[config.mk]
export PLATFORM = sky130hd
export DESIGN_NAME = alu_issue_seq
export DESIGN_NICKNAME = d
export VERILOG_FILES = /design/src/rtl/alu_issue_seq.sv
export SDC_FILE = /design/constraint.sdc
export NUM_CORES = 1
export LEC_CHECK = 0
export ABC_CLOCK_PERIOD_IN_PS = 2500
export CORE_ASPECT_RATIO = 1.4
export CORE_MARGIN = 3
export CORE_UTILIZATION = 40
export CTS_CLUSTER_DIAMETER = 100
export DETAILED_ROUTE_END_ITERATION = 8
export PLACE_DENSITY = 0.84
export SETUP_SLACK_MARGIN = 0.02
export SYNTH_ARGS = -nofsm -noshare
export SYNTH_HDL_FRONTEND = slang
export SYNTH_SLANG_ARGS = --single-unit
[constraint.sdc]
create_clock -name clk -period 2.5 [get_ports clk]
set_input_delay 0.625 -clock clk [delete_from_list [all_inputs] [get_ports clk]]
set_output_delay 0.625 -clock clk [all_outputs]
set_load 0.03 [all_outputs]
[src/rtl/alu_issue_seq.sv]
// alu_issue_seq
//   Issue sequencer for the 16-bit ALU. Takes one instruction (op, Rdest,
//   Rsrc) over a valid/ready handshake, reads both operands from the register
//   file, presents registered A/B/Opcode to the combinational ALU, captures
//   C/D and the flags, and writes the result(s) back. Flags are held here as
//   the processor flag register.
//
//   Ports
//     clk, reset                 clock (rising edge), synchronous active-high reset
//     req_valid/req_ready        instruction handshake (ready only in IDLE)
//     req_op/req_rd/req_rs       opcode, Rdest, Rsrc
//     rf_raddr_a/b, rf_rdata_a/b register file read ports (data combinational)
//     alu_a/alu_b/alu_opcode     registered ALU inputs
//     alu_c/alu_d/alu_low/alu_negative/alu_zero  ALU results and flags
//     rf_we/rf_waddr/rf_wdata    register file write port
//     flag_low/flag_neg/flag_zero processor flags
//     done/illegal               completion pulse, illegal-opcode qualifier
//
//   state | meaning
//   IDLE  | ready for a request, ALU inputs hold last values
//   READ  | operands on the read ports, captured into alu_a/alu_b
//   EXEC  | ALU evaluates, results and flags captured
//   WB    | write C to Rdest
//   WB2   | MUL only: write D to Rdest+1 (wraps)

module alu_issue_seq #(
    parameter int DATA_W = 16,
    parameter int REG_AW = 4
) (
    input  logic              clk,
    input  logic              reset,
    input  logic              req_valid,
    output logic              req_ready,
    input  logic [3:0]        req_op,
    input  logic [REG_AW-1:0] req_rd,
    input  logic [REG_AW-1:0] req_rs,
    output logic [REG_AW-1:0] rf_raddr_a,
    output logic [REG_AW-1:0] rf_raddr_b,
    input  logic [DATA_W-1:0] rf_rdata_a,
    input  logic [DATA_W-1:0] rf_rdata_b,
    output logic [DATA_W-1:0] alu_a,
    output logic [DATA_W-1:0] alu_b,
    output logic [3:0]        alu_opcode,
    input  logic [DATA_W-1:0] alu_c,
    input  logic [DATA_W-1:0] alu_d,
    input  logic              alu_low,
    input  logic              alu_negative,
    input  logic              alu_zero,
    output logic              rf_we,
    output logic [REG_AW-1:0] rf_waddr,
    output logic [DATA_W-1:0] rf_wdata,
    output logic              flag_low,
    output logic              flag_neg,
    output logic              flag_zero,
    output logic              done,
    output logic              illegal
);

    localparam logic [3:0] OP_ADD  = 4'h0;
    localparam logic [3:0] OP_SUB  = 4'h1;
    localparam logic [3:0] OP_CMP  = 4'h2;
    localparam logic [3:0] OP_CMPR = 4'h3;
    localparam logic [3:0] OP_AND  = 4'h4;
    localparam logic [3:0] OP_OR   = 4'h5;
    localparam logic [3:0] OP_XOR  = 4'h6;
    localparam logic [3:0] OP_NOT  = 4'h7;
    localparam logic [3:0] OP_LSH  = 4'h8;
    localparam logic [3:0] OP_RSH  = 4'h9;
    localparam logic [3:0] OP_ARSH = 4'hA;
    localparam logic [3:0] OP_MUL  = 4'hB;
    localparam logic [3:0] OP_FMUL = 4'hC;

    typedef enum logic [2:0] {
        S_IDLE,
        S_READ,
        S_EXEC,
        S_WB,
        S_WB2
    } state_t;

    state_t            state, state_n;
    logic [3:0]        op_q;
    logic [REG_AW-1:0] rd_q, rs_q;
    logic [DATA_W-1:0] c_q, d_q;
    logic              op_legal, op_cmp, op_mul, op_shift;

    assign op_legal = (op_q <= OP_FMUL);
    assign op_cmp   = (op_q == OP_CMP) || (op_q == OP_CMPR);
    assign op_mul   = (op_q == OP_MUL);
    // Shifts take the amount from Rsrc on A and the value from Rdest on B.
    assign op_shift = (op_q == OP_LSH) || (op_q == OP_RSH) || (op_q == OP_ARSH);

    assign rf_raddr_a = rd_q;
    assign rf_raddr_b = rs_q;

    // State register
    always_ff @(posedge clk) begin
        if (reset) state <= S_IDLE;
        else       state <= state_n;
    end

    // Next-state logic
    always_comb begin
        state_n = state;
        case (state)
            S_IDLE: if (req_valid) state_n = S_READ;
            S_READ: state_n = S_EXEC;
            S_EXEC: state_n = (!op_legal || op_cmp) ? S_IDLE : S_WB;
            S_WB:   state_n = op_mul ? S_WB2 : S_IDLE;
            S_WB2:  state_n = S_IDLE;
            default: state_n = S_IDLE;
        endcase
    end

    // Outputs; strobes are masked by reset so nothing escapes a reset cycle.
    always_comb begin
        req_ready = (state == S_IDLE);
        rf_we     = ((state == S_WB) || (state == S_WB2)) && !reset;
        rf_waddr  = (state == S_WB2) ? (rd_q + REG_AW'(1)) : rd_q;
        rf_wdata  = (state == S_WB2) ? d_q : c_q;
        done      = (((state == S_EXEC) && (!op_legal || op_cmp)) ||
                     ((state == S_WB) && !op_mul) ||
                     (state == S_WB2)) && !reset;
        illegal   = (state == S_EXEC) && !op_legal && !reset;
    end

    // Datapath registers
    always_ff @(posedge clk) begin
        if (reset) begin
            op_q       <= '0;
            rd_q       <= '0;
            rs_q       <= '0;
            alu_a      <= '0;
            alu_b      <= '0;
            alu_opcode <= '0;
            c_q        <= '0;
            d_q        <= '0;
            flag_low   <= 1'b0;
            flag_neg   <= 1'b0;
            flag_zero  <= 1'b0;
        end else begin
            case (state)
                S_IDLE: begin
                    if (req_valid) begin
                        op_q <= req_op;
                        rd_q <= req_rd;
                        rs_q <= req_rs;
                    end
                end
                S_READ: begin
                    alu_opcode <= op_q;
                    if (op_shift) begin
                        alu_a <= rf_rdata_b;
                        alu_b <= rf_rdata_a;
                    end else begin
                        alu_a <= rf_rdata_a;
                        alu_b <= rf_rdata_b;
                    end
                end
                S_EXEC: begin
                    c_q <= alu_c;
                    d_q <= alu_d;
                    if (op_legal) begin
                        flag_low  <= alu_low;
                        flag_neg  <= alu_negative;
                        flag_zero <= alu_zero;
                    end
                end
                default: ;
            endcase
        end
    end

endmodule

## After elaboration in Yosys (flattened, before gate mapping)

Cells that the tools add are included.

| storage, ports and cells | value |
|---|---|
| register bits | 86 |
| latch bits | 0 |
| memory bits (writable) | 0 |
| memory bits (read-only) | 0 |
| word-level logic and storage cells | 52 |
| memories | 0 |

| operators by class | value |
|---|---|
| add/subtract/negate cells | 1 |
| $mul | 0 |
| div/mod/pow operators | 0 |
| order comparisons | 1 |
| equal/unequal tests | 11 |
| shift operators | 0 |
| muxes and demuxes | 8 |
| bitwise gates (word level) | 0 |
| reduce and logical (&&, ||, !) cells | 19 |

Operators with widths:

| operator | count |
|---|---|
| 16-bit two-way mux | 3 |
| 4-bit == test, second input constant | 4 |
| 3-bit case mux with 4 select lines | 1 |
| 4-bit by 2-bit == test with 1-bit output, second input constant | 2 |
| 1-bit logical OR | 7 |
| 3-bit by 2-bit == test with 1-bit output, second input constant | 2 |
| 1-bit logical AND | 6 |
| 3-bit two-way mux | 2 |
| 4-bit by 1-bit adder with 4-bit output, second input constant | 1 |
| 4-bit <= comparator, second input constant | 1 |
| 4-bit two-way mux | 1 |
| 2-bit AND reduction | 2 |
| 3-bit by 1-bit == test with 1-bit output, second input constant | 1 |
| 3-bit == test, second input constant | 1 |
| 1-bit logical NOT | 3 |
| 3-bit logical NOT | 1 |
| 2-bit two-way mux | 1 |
| 2-bit inequality test, second input constant | 1 |

## Depth between registers and ports, before layout

Gate-level depths: netlist of the first run.

| depth | value |
|---|---|
| word-level depth | 7 |
| gate-level depth with buffers | 6 |
| mapped depth without buffers | 3 |

## Least setup slack after synthesis of the first run

Ideal clock, no wire load.

| timing | value |
|---|---|
| kind | input to output |
| start | in reset |
| end | out illegal |
| arrival | 1768 ps |
| path slack | 107 ps |
| stages | 3 |
| cells stage by stage | clkbuf_1 or3_1 nor3_1 |

| between the ends | value |
|---|---|
| longest elaborated chain between the ends | 2 |

Ends and longest elaborated chain:

| item | line | source |
|---|---|---|
| start, declared | 31 | `input logic reset,` |
| 1-bit logical NOT | 124 | `illegal = (state == S_EXEC) && !op_legal && !reset;` |
| 1-bit logical AND | 124 |  |
| end, declared | 56 | `output logic illegal` |

Every way passes these cells.

## Worst setup path in the final report of the first run

| timing | value |
|---|---|
| start | reg state[0] |
| end | out rf_wdata[7] |

| between the ends | value |
|---|---|
| longest elaborated chain between the ends | 2 |

Ends and longest elaborated chain:

| item | line | source |
|---|---|---|
| start, declared | 81 | `state_t state, state_n;` |
| start signal, assigned | 99 | `else state <= state_n;` |
| 3-bit == test | 120 | `rf_wdata = (state == S_WB2) ? d_q : c_q;` |
| 16-bit two-way mux | 120 |  |
| end, declared | 51 | `output logic [DATA_W-1:0] rf_wdata,` |

Every way passes these cells.

==> results of run 1 <==
[report_power, final]
part,internal (mW),switching [mW]
Sequential,1.49,0.0719
Clock,0.665,0.520
Combinational,0.420,0.528
[what timing repair did]
action	CTS	global route
hold buffers	0	0
buffers inserted	0	0
setup endpoints to repair	17	17
hold endpoints to repair	0	0
gates resized for setup	17	29
[synth_stat cells (all sizes together)]
| library cell | instances | area (um^2) |
|---|---|---|
| a21oi | 49 | 245 |
| a311o | 1 | 10.0 |
| a311oi | 32 | 305 |
| and2 | 1 | 6.26 |
| buf | 29 | 221 |
| clkbuf | 16 | 72.6 |
| dfxtp | 86 | 1720 |
| ha | 1 | 12.5 |
| inv | 1 | 3.75 |
| mux2 | 17 | 191 |
| mux2i | 4 | 40.0 |
| nand2 | 91 | 342 |
| nand2b | 3 | 18.8 |
| nand3 | 37 | 185 |
| nand4 | 1 | 6.26 |
| nor2 | 38 | 143 |
| nor2b | 2 | 12.5 |
| nor3 | 4 | 20.0 |
| nor3b | 4 | 63.8 |
| nor4b | 1 | 15.0 |
| o211a | 1 | 10.0 |
| o211ai | 1 | 7.51 |
| o21ai | 37 | 185 |
| or3 | 2 | 12.5 |
| or3b | 1 | 8.76 |
| or4b | 1 | 13.8 |
| xnor2 | 2 | 17.5 |
| xor2 | 1 | 8.76 |
[kinds of logic (layout without fill, tap and decap cells)]
family / Yosys count / after routing / synth area share
buffers and inverters: 46 / 183 / 0.0764
multiplexers: 21 / 21 / 0.0594
flip-flops: 86 / 86 / 0.441
AND/OR/NAND/NOR: 186 / 186 / 0.217
AO/OA/AOI/OAI: 121 / 121 / 0.196
XOR/XNOR: 3 / 3 / 0.00674
adder cells (fa/ha/maj): 1 / 1 / 0.00321
[final cells by class]
| class | count | area [um^2] |
|---|---|---|
| fill | 816 | 3890 |
| multi-input combinational | 332 | 1880 |
| sequential | 86 | 1720 |
| timing repair buffer | 166 | 1560 |
| clock buffer | 9 | 225 |
| tap | 110 | 138 |
| clock inverter | 7 | 41.3 |
| inverter | 1 | 3.75 |
[metal layers]
| metal | track usage | share of wire | wire [um] | up-vias |
|---|---|---|---|---|
| li1 | - | - | - | 1890 |
| met5 | 0 | 0 | 0 | - |
| met4 | 0.0847 | 0.019 | 204 | 0 |
| met3 | 0.0470 | 0.083 | 894 | 13 |
| met1 | 0.233 | 0.40 | 4310 | 1800 |
| met2 | 0.342 | 0.50 | 5420 | 161 |
[how the worst max path moves through the flow]
stage	start	endpoint	slack [ns]	cells past startpoint
floorplan	reset	illegal	0.11	3
global placement	state[0]	rf_waddr[1]	0.19	4
detailed placement	state[0]	rf_wdata[2]	0.15	4
CTS	state[0]	rf_wdata[7]	0.02	4
global route	state[2]	rf_wdata[11]	-0.009	4
finish	state[0]	rf_wdata[7]	0.05	4
[stage by stage]
stage / utilization / total power [mW] / instances / hold slack, ns
floorplan: - / 2.17 / 464 / 0.433
global placement: 0.569 / 2.53 / 695 / 0.442
detailed placement: 0.569 / 2.56 / 695 / 0.448
CTS: 0.594 / 3.74 / 711 / 0.457
global route: 0.589 / 3.88 / 711 / 0.471
finish: 0.589 / 3.69 / 711 / 0.454
[state kept, by name, summed over array words and instances, names as in the netlist]
name and count:
d_q 16, flag_low 1, rf_raddr_a 4, flag_zero 1
rf_raddr_b 4, c_q 16, state 3, alu_a 16
alu_opcode 4, alu_b 16, flag_neg 1, op_q 4
[critical path: cells and delay by family, from the launching register on]
kind          cells  cell delay (ns)
mux               1             0.36
simple gates      1             0.23
buf+inv           2             0.56
flops             1             0.34
[cell usage in the layout, fill, tap and decap left out, types with 5 or more instances in the layout]
master             n
nand3_1           37
a21oi_1           49
mux2_2            17
clkbuf_16          9
buf_4             18
nand2_1           91
clkinv_2           5
a311oi_1          28
clkdlybuf4s50_1  128
nor2_1            38
o21ai_0           36
clkbuf_2          14
dfxtp_1           86
==> results_dict.tcl, run 1 <==
set metrics [dict create \
    status "complete, no violations" \
    drive_gt1_frac 0.130 \
    required_ns 1.88 \
    design.die.area_um2 11000 \
    syn_nets 547 \
    startpoint_type "register" \
    grt_pass1_vias 3750 \
    finalSetupViolations 0 \
    wl_um 10800 \
    power.density_nw_per_um2 663 \
    place_ws_ns 0.147 \
    rsz0062_at_grt "true" \
    ant_nets 0 \
    initialDrtViolationCount 141 \
    via_count 3864 \
    grt_util_all_layers 0.199 \
    cts_buffers 9 \
    irDropWorstVdd_mv 0.368 \
    arrival_ns 1.83 \
    die_w_um 89.5 \
    cp-end-kind "output pin" \
    grt_max_degree 69 \
    root_buffer "clkbuf_16" \
    antenna_found_initial 0 \
    gp_congestion 0.826 \
    wl_per_cell_um 15.2 \
    max_cap_viol_count 0 \
    max_clock_freq_ghz 0.408 \
    grt_pass1_wl_um 17300 \
    crit_chain "nor3b_4 -> buf_12 -> mux2_2 -> clkdlybuf4s15_1" \
    power.leakage_nw 1.99 \
    r2r_start "state[1]" \
    final.setup.tns_ns 0 \
    start_util 0.412 \
    finalHoldViolCount 0 \
    clkLatencyLatePin_ns 0.33 \
    layout_worst_path_cycle_share 0.981 \
    clock_sink_count 86 \
    cts_max_path_buffers 2 \
    grt_overflow 0 \
    cp_max_fo 22 \
    drtPass1Iterations 4 \
    ctsHtreeMaxLevel 3 \
    ys_types 35 \
    yosys_warnings 0 \
    rrSetupSlack_ns 0.84 \
    ys_seq_area_frac 0.441 \
    timing.final.ws_setup_ns 0.0479 \
    min_period_ns 2.45 \
    final_area_um2 5570 \
    nets 679 \
    vias_per_cell 5.43 \
    critPathKind "reg -> out" \
    die_h_um 123 \
    io_buffers 152 \
    synth_area_per_cell_um2 8.41 \
    syn_inst 464 \
    critPathMaxStageDelay_ns 0.36 \
    reg2reg_depth 5 \
    rows 42 \
    path_clk_slew_ns 0.06 \
    hpwlAfterDp_um 7830 \
    coreArea_um2 9460 \
    finClkSkew_ns 0.00628 \
    cts_tree "done" \
    remaining_drc_errors 0 \
    dpl_cell_area_um2 5380 \
    cpMaxStageDelayCell "mux2_2" \
    whs_path_depth 2 \
    min-delay-path-class "reg -> reg" \
    worstHoldStart "c_q[5]" \
    ys_ff_latch 86 \
    worst_pin_slew_ns 0.458 \
    slew_viol_final 0 \
    hold_end "c_q[5]" \
    synthesis.area_um2 3900 \
    reg2reg_to "d_q[11]" \
    relSlewSlack 0.695 \
    antenna_cells 0 \
    syn2layout_area_growth_pct 42.9 \
    num_io_pins 153 \
]
Note: power is estimated with default switching activity, not from simulation.
==> run 2: changes to the inputs <==
Settings changed: CORE_UTILIZATION 40 to 47, PLACE_DENSITY 0.84 to 0.95.
==> run 2 against run 1 <==
Register-to-register slack worse by 0.34 ns. Clock-buffer cell count up 3. Via count increased by 2.9%. Highest routed layer unchanged. Global-route usage grew 4.5 points. Cell area up 0.43%. Setup slack lost 0.00083 ns. Clock skew grew 0.0025 ns. Clock power is 9% lower.
==> results_dict.tcl, run 2 (synthesized netlist as in run 1, its figures left out) <==
set metrics [dict create \
    startpoint_type "register" \
    cp.buffers_inverters 2 \
    timing.final.ws_setup_ns 0.0471 \
    grt_pass1_vias 4001 \
    drive_gt1_frac 0.130 \
    hpwlAfterDp_um 8210 \
    cts_buffers 9 \
    seq_area_um2 1720 \
    wl_per_cell_um 16.2 \
    irDropWorstVdd_mv 0.390 \
    min-delay-path-class "reg -> reg" \
    design.die.area_um2 9440 \
    power.density_nw_per_um2 642 \
    finalHoldViolCount 0 \
    slew_viol_final 0 \
    nets 678 \
    grt_overflow 0 \
    die_w_um 83.0 \
    finClkSkew_ns 0.00882 \
    finalPower_mw 3.59 \
    initialDrtViolationCount 173 \
    path_clk_slew_ns 0.08 \
    worst_pin_slew_ns 1.12 \
    place_ws_ns 0.131 \
    grt_pass1_wl_um 18900 \
    required_ns 1.88 \
    finalSetupViolations 0 \
    io_buffers 152 \
    ant_nets 0 \
    syn2layout_area_growth_pct 43.5 \
    critPathKind "reg -> out" \
    crit_chain "nor3b_4 -> buf_12 -> mux2_2 -> clkdlybuf4s15_2" \
    max_cap_viol_count 0 \
    grt_max_degree 69 \
    rrSetupSlack_ns 0.50 \
    r2r_start "state[1]" \
    root_buffer "clkbuf_8" \
    critPathMaxStageDelay_ns 0.34 \
    startpoint "state[0]" \
    gp_congestion 0.840 \
    start_util 0.494 \
    cts_tree "done" \
    wl_um 11300 \
    multiInputGateArea_um2 1880 \
    layout_commonest_cell "clkdlybuf4s50_1" \
    arrival_ns 1.83 \
    cpMaxStageDelayCell "dfxtp_1" \
    crit_cells 4 \
    layout_worst_path_cycle_share 0.981 \
    drtPass1Iterations 5 \
    critical_path.top_delay_family "buffers and inverters" \
    via_count 3975 \
    grt_util_all_layers 0.244 \
    coreArea_um2 7890 \
    min_period_ns 2.45 \
    cts_max_path_buffers 2 \
    power.leakage_nw 1.95 \
    num_io_pins 153 \
    ctsHtreeMaxLevel 3 \
    max_clock_freq_ghz 0.408 \
    clock_sink_count 86 \
    antenna_cells 0 \
    status "complete, no violations" \
    nFillCells 583 \
    remaining_drc_errors 0 \
    crit_path_end "rf_wdata[12]" \
    rows 38 \
    reg2reg_depth 4 \
    die_h_um 114 \
    reg2reg_to "flag_zero" \
    layout_common_cells "clkdlybuf4s50_1, nand2_1, dfxtp_1, a21oi_1, nor2_1" \
    relSlewSlack 0.255 \
    vias_per_cell 5.68 \
    final.setup.tns_ns 0 \
    cp-end-kind "output pin" \
    cp_max_fo 21 \
    antenna_found_initial 0 \
    clkLatencyLatePin_ns 0.36 \
    rsz0062_at_grt "true" \
]
[run 2: worst reg2reg max path: cells and delay by family, from the launching register on]
kind / cells / cell delay (ns)
AND/OR/NAND/NOR: 1 / 0.82
AO/OA/AOI/OAI: 2 / 0.47
flip-flops: 1 / 0.39
buffers and inverters: 1 / 0.20
[run 2: report_power, final]
group | internal (mW) | switching [mW]
logic | 0.426 | 0.535
clock network | 0.588 | 0.478
registers | 1.49 | 0.0778
total | 2.50 | 1.09
[run 2: final cells by class]
cell class,instances,area share
Multi-Input combinational cell,332,0.337
Sequential cell,86,0.308
Timing Repair Buffer,165,0.294
Clock buffer,12,0.0259
Tap cell,100,0.0224
Clock inverter,4,0.0125
Inverter,1,0.000671
[run 2: stage by stage]
step | hold slack [ns] | cells | util | instance area [um^2]
finish | 0.460 | 700 | 0.709 | 5600
global route | 0.480 | 700 | 0.709 | 5600
CTS | 0.458 | 700 | 0.710 | 5600
detailed placement | 0.447 | 684 | 0.680 | 5370
global placement | 0.440 | 684 | 0.680 | 5370
floorplan | 0.433 | 464 | - | 3900
[run 2: timing repair]
action	CTS	global route
gates cloned	0	0
hold buffers	0	0
gates resized for setup	48	1
setup buffers	0	0
endpoints found under the setup margin	17	16
[run 2: worst min-delay path by stage]
stage / from / to / slack (ns) / cells after the start
2_1_floorplan: d_q[0] / d_q[0] / 0.43 / 2
3_3_place_gp: d_q[6] / d_q[6] / 0.44 / 2
3_5_place_dp: d_q[6] / d_q[6] / 0.45 / 2
4_1_cts: d_q[6] / d_q[6] / 0.46 / 2
5_1_grt: d_q[11] / d_q[11] / 0.48 / 2
6_report: d_q[11] / d_q[11] / 0.46 / 2
[run 2: layer usage]
metal	wire (um)	share of wire	track usage	up-vias
met3	1070	0.094	0.0694	20
met2	5640	0.50	0.422	211
li1	-	-	-	1886
met5	0	0	0	-
met1	4390	0.39	0.284	1858
met4	244	0.022	0.0981	0
==> run 3: changes to the inputs <==
Settings changed: RECOVER_POWER set to 50, SLEW_MARGIN set to 25.
==> run 3 against run 2 <==
Clock-buffer cell count unchanged. First-iteration DRC count up 13%. Fmax barely moved. Core utilization shrank 0.41 points. Register-to-register slack worse by 0.05 ns. Sequential power is essentially flat. Via count fell by 0.40%. Setup slack worse by 0.0020 ns. Die area is the same. Non-clock buffer count unchanged. Critical path type unchanged. Largest cell class unchanged. Largest power group unchanged. Highest routed layer unchanged.
==> results_dict.tcl, run 3 (synthesized netlist as in run 1, its figures left out) <==
set metrics [dict create \
    status "complete, no violations" \
    nFillCells 589 \
    drive_gt1_frac 0.125 \
    cts_max_path_buffers 2 \
    instances_no_fill 700 \
    die_w_um 83.0 \
    r2r_start "state[0]" \
    grt_util_all_layers 0.244 \
    post_cts_buffers 0 \
    worst_pin_slew_ns 1.14 \
    power.leakage_nw 1.94 \
    p_clk_frac 0.298 \
    required_ns 1.88 \
    top_usage_layer "met2" \
    finalHoldViolCount 0 \
    antenna_found_initial 0 \
    rrSetupSlack_ns 0.45 \
    rsz0062_at_grt "true" \
    clkLatencyLatePin_ns 0.36 \
    p_comb_frac 0.265 \
    switchingPower_mw 1.09 \
    startpoint_type "register" \
    cts_tree "done" \
    startpoint "state[0]" \
    layout_commonest_cell "clkdlybuf4s50_1" \
    switching_share 0.304 \
    relSlewSlack 0.239 \
    critPathKind "reg -> out" \
    cp_max_fo 21 \
    pwr-share-seq 0.437 \
    use_met3 0.0694 \
    path_clk_slew_ns 0.08 \
    ant_nets 0 \
    cp-end-kind "output pin" \
    min-delay-path-class "reg -> reg" \
    grt_overflow 0 \
    start_util 0.494 \
    power.density_nw_per_um2 644 \
    max_cap_viol_count 0 \
    finalSetupViolations 0 \
    wl_um 11400 \
    wl_per_cell_um 16.3 \
    coreArea_um2 7890 \
    grt_pass1_wl_um 18900 \
    slew_viol_final 0 \
    hpwlAfterDp_um 8210 \
    initialDrtViolationCount 195 \
    nets 678 \
    grt_max_degree 69 \
    vias_per_cell 5.66 \
    gp_congestion 0.840 \
    arrival_ns 1.83 \
    dp_cells 684 \
    reg2reg_to "alu_b[0]" \
    remaining_drc_errors 0 \
    cts_buffers 9 \
    ctsHtreeMaxLevel 3 \
    crit_path_end "rf_wdata[9]" \
    num_io_pins 153 \
    post_cts_resized 48 \
    layout_common_cells "clkdlybuf4s50_1, nand2_1, dfxtp_1, a21oi_1, nor2_1" \
    max_clock_freq_ghz 0.407 \
    grtUsageMet1 0.284 \
    root_buffer "clkbuf_8" \
    grt_use_met2 0.422 \
    via_count 3959 \
    design.die.area_um2 9440 \
    die_h_um 114 \
    io_buffers 152 \
    finClkSkew_ns 0.00881 \
    finalPower_mw 3.58 \
    grt_pass1_vias 4001 \
    internal_power_mw 2.49 \
    layout_worst_path_cycle_share 0.982 \
    clock_sink_count 86 \
    drtPass1Iterations 6 \
    reg2reg_depth 5 \
    min_period_ns 2.45 \
    antenna_cells 0 \
    syn2layout_area_growth_pct 42.6 \
    rows 38 \
    irDropWorstVdd_mv 0.388 \
    ctsHoldBuffers 0 \
]
-- run 3: layout make-up --
type | instances | area [um^2] | share of cell area
flip-flops and latches | 86 | 1720 | 0.309
repair buffers | 165 | 1630 | 0.293
multi-input cells | 332 | 1870 | 0.335
well taps | 100 | 125 | 0.0225
clock buffers | 12 | 145 | 0.0261
clock inverters | 4 | 70.1 | 0.0126
inverters | 1 | 3.75 | 0.000675
-- run 3: worst min-delay path by stage --
stage | depth (start not counted) | endpoint | start | slack (ns)
after floorplan | 2 | d_q[0] | d_q[0] | 0.43
after global placement | 2 | d_q[6] | d_q[6] | 0.44
after detailed placement | 2 | d_q[6] | d_q[6] | 0.45
after CTS | 2 | d_q[6] | d_q[6] | 0.46
after global routing | 2 | d_q[11] | d_q[11] | 0.48
final | 2 | d_q[12] | d_q[12] | 0.46
-- run 3: metrics by stage --
step           TNS [ns]  instance area [um^2]  utilization  hold WS (ns)  setup WS (ns)
2_1_floorplan         0                  3900            -         0.433          0.107
3_3_place_gp          0                  5370        0.680         0.440          0.184
3_5_place_dp          0                  5370        0.680         0.447          0.131
4_1_cts         -0.0230                  5600        0.710         0.458        -0.0230
5_1_grt          -0.155                  5560        0.705         0.480        -0.0210
6_report              0                  5560        0.705         0.459         0.0451
-- run 3: power by group through the flow --
stage          Sequential [mW]  Combinational, mW  Clock (mW)
6_report                  1.56              0.951        1.07
5_1_grt                   1.58               1.03        1.13
4_1_cts                   1.56              0.964        1.08
3_5_place_dp              1.60              0.967           0
3_3_place_gp              1.59              0.936           0
2_1_floorplan             1.72              0.448           0
-- run 3: routing by layer --
| layer | up-vias | routed length, um |
|---|---|---|
| li1 | 1886 | - |
| met1 | 1851 | 4370 |
| met2 | 202 | 5720 |
| met3 | 20 | 1090 |
| met4 | 0 | 221 |
| met5 | - | 0 |
-- run 3: worst max-delay path, stage by stage (launching register included) --
cell,delay [ns]
dfxtp_1,0.34
nor3b_4,0.27
buf_12,0.21
mux2_2,0.35
clkdlybuf4s15_2,0.28
==> RTL change, RTL diff (settings of run 1) <==
Register the output `flag_low` once more; this adds one clock of latency there. The other outputs are not delayed to match.
--- a/src/rtl/alu_issue_seq.sv
+++ b/src/rtl/alu_issue_seq.sv
@@ -78,6 +78,8 @@
         S_WB2
     } state_t;
 
+    logic flag_low_s0;
+
     state_t            state, state_n;
     logic [3:0]        op_q;
     logic [REG_AW-1:0] rd_q, rs_q;
@@ -135,7 +137,7 @@
             alu_opcode <= '0;
             c_q        <= '0;
             d_q        <= '0;
-            flag_low   <= 1'b0;
+            flag_low_s0 <= 1'b0;
             flag_neg   <= 1'b0;
             flag_zero  <= 1'b0;
         end else begin
@@ -161,7 +163,7 @@
                     c_q <= alu_c;
                     d_q <= alu_d;
                     if (op_legal) begin
-                        flag_low  <= alu_low;
+                        flag_low_s0 <= alu_low;
                         flag_neg  <= alu_negative;
                         flag_zero <= alu_zero;
                     end
@@ -171,5 +173,9 @@
         end
     end
 
+    always_ff @(posedge clk) begin
+        flag_low <= flag_low_s0;
+    end
+
 endmodule
 
Function: changed (a bounded check fails within 4 cycles, from zero or initial values and one cycle with reset high).
==> RTL change against run 1 <==
Via count grew 0.41%; cell area grew 2.8%; combinational power increased by 0.6%; total power is 5.6% higher; sequential share of layout area decreased by 0.48 points; sequential cell count up 1; worst setup slack worse by 0.00072 ns; wire length is 2.2% higher; maximum frequency about the same; area after synthesis up 0.51%; global-route usage fell by 0.45 points; critical endpoint is now rf_wdata[8].
==> RTL change: results (changes against run 1) <==
Synthesis
  • Mapped Nets: 548 (+0.18%)
  • Post-Synth Adder-Cell Area: 0.3192% (-0.0016 points)
  • Synth Area in Compound Gates: 19.47% (-0.10 points)
  • Sequential area share after synthesis: 44.43% (+0.29 points)

Global routing
  • Global-route wire length before repair: 17000 µm (-1.7%)
  • Global Route met3 Usage: 6.400% (+1.7 points)
  • Vias in the first global route: 3651 (-2.6%)
  • Met2 usage: 33.75% (-0.48 points)
  • Global-route met1 utilization: 22.49% (-0.80 points)

Placed design
  • Post-Place Cells: 718 (+3.3%)
  • Placed inst area: 5435 µm² (+1.1%)
  • Hpwl dp: 8026 µm (+2.6%)
  • Dpl ws: 0.1563 ns (+0.009195 ns)
  • Final Wtd Congestion: 0.7817 (-5.4%)

Timing
  • Setup WS post-layout: 0.04716 ns (-0.0007179 ns)
  • Setup Skew: 0.004668 ns (-0.001616 ns)
  • Hold_ws: 0.3598 ns (-0.09372 ns)
  • Worst relative slew slack: 67.24% (-2.2 points)

Final layout
  • FILL cells: 840 (+2.9%)
  • Cell area after layout: 5725 µm² (+2.8%)

Setup path
  • Worst flop-to-flop path endpoint: flag_zero
  • R2R Setup Slk: 0.90 ns (+0.06 ns)

Outcome
  • Status: completed

Route
  • Via count: 3880 (+0.41%)
  • Initial DRC count: 148 (+5.0%)
  • Met3 wire len: 1089 µm (+22%)
  • Total length of routed wires: 11060 µm (+2.2%)

Hold path
  • Hold Crit Endpoint: flag_low
  • Hold Crit Start: flag_low_s0
  • WHS Path Cells: 0 (-2)

Power and ir drop
  • P_leak: 0.002072 µW (+4.0%)

Clock tree
  • Post-CTS resize count: 16 (-1)
RTL change: changes by cell type after synthesis, sizes merged:
cell / delta
dfxtp: +1
RTL change: area by class of cell:
class	count	area share, %
flip-flops and latches	87	30.42
repair buffers	166	28.32
clock inverters	3	0.6993
clock buffers	13	4.720
inverters	1	0.06556
multi-input cells	332	32.89
well taps	132	2.885
RTL change: cells by family (layout without fill, tap and decap cells):
| logic type | Yosys count | in the layout |
|---|---|---|
| and+or+nand+nor | 186 | 186 |
| AOI/OAI and AO/OA | 121 | 121 |
| xor gates and xnor gates | 3 | 3 |
| adders and majority gates | 1 | 1 |
| muxes | 21 | 21 |
| DFF | 87 | 87 |
| buffers and inverters | 46 | 183 |
RTL change: power by group through the flow:
| stage | registers, µW | clock network [µW] | logic, µW |
|---|---|---|---|
| after floorplan | 1740 | 0 | 448 |
| after global placement | 1610 | 0 | 941 |
| after detailed placement | 1610 | 0 | 966 |
| after CTS | 1580 | 1390 | 957 |
| after global routing | 1590 | 1450 | 1030 |
| final | 1580 | 1370 | 954 |
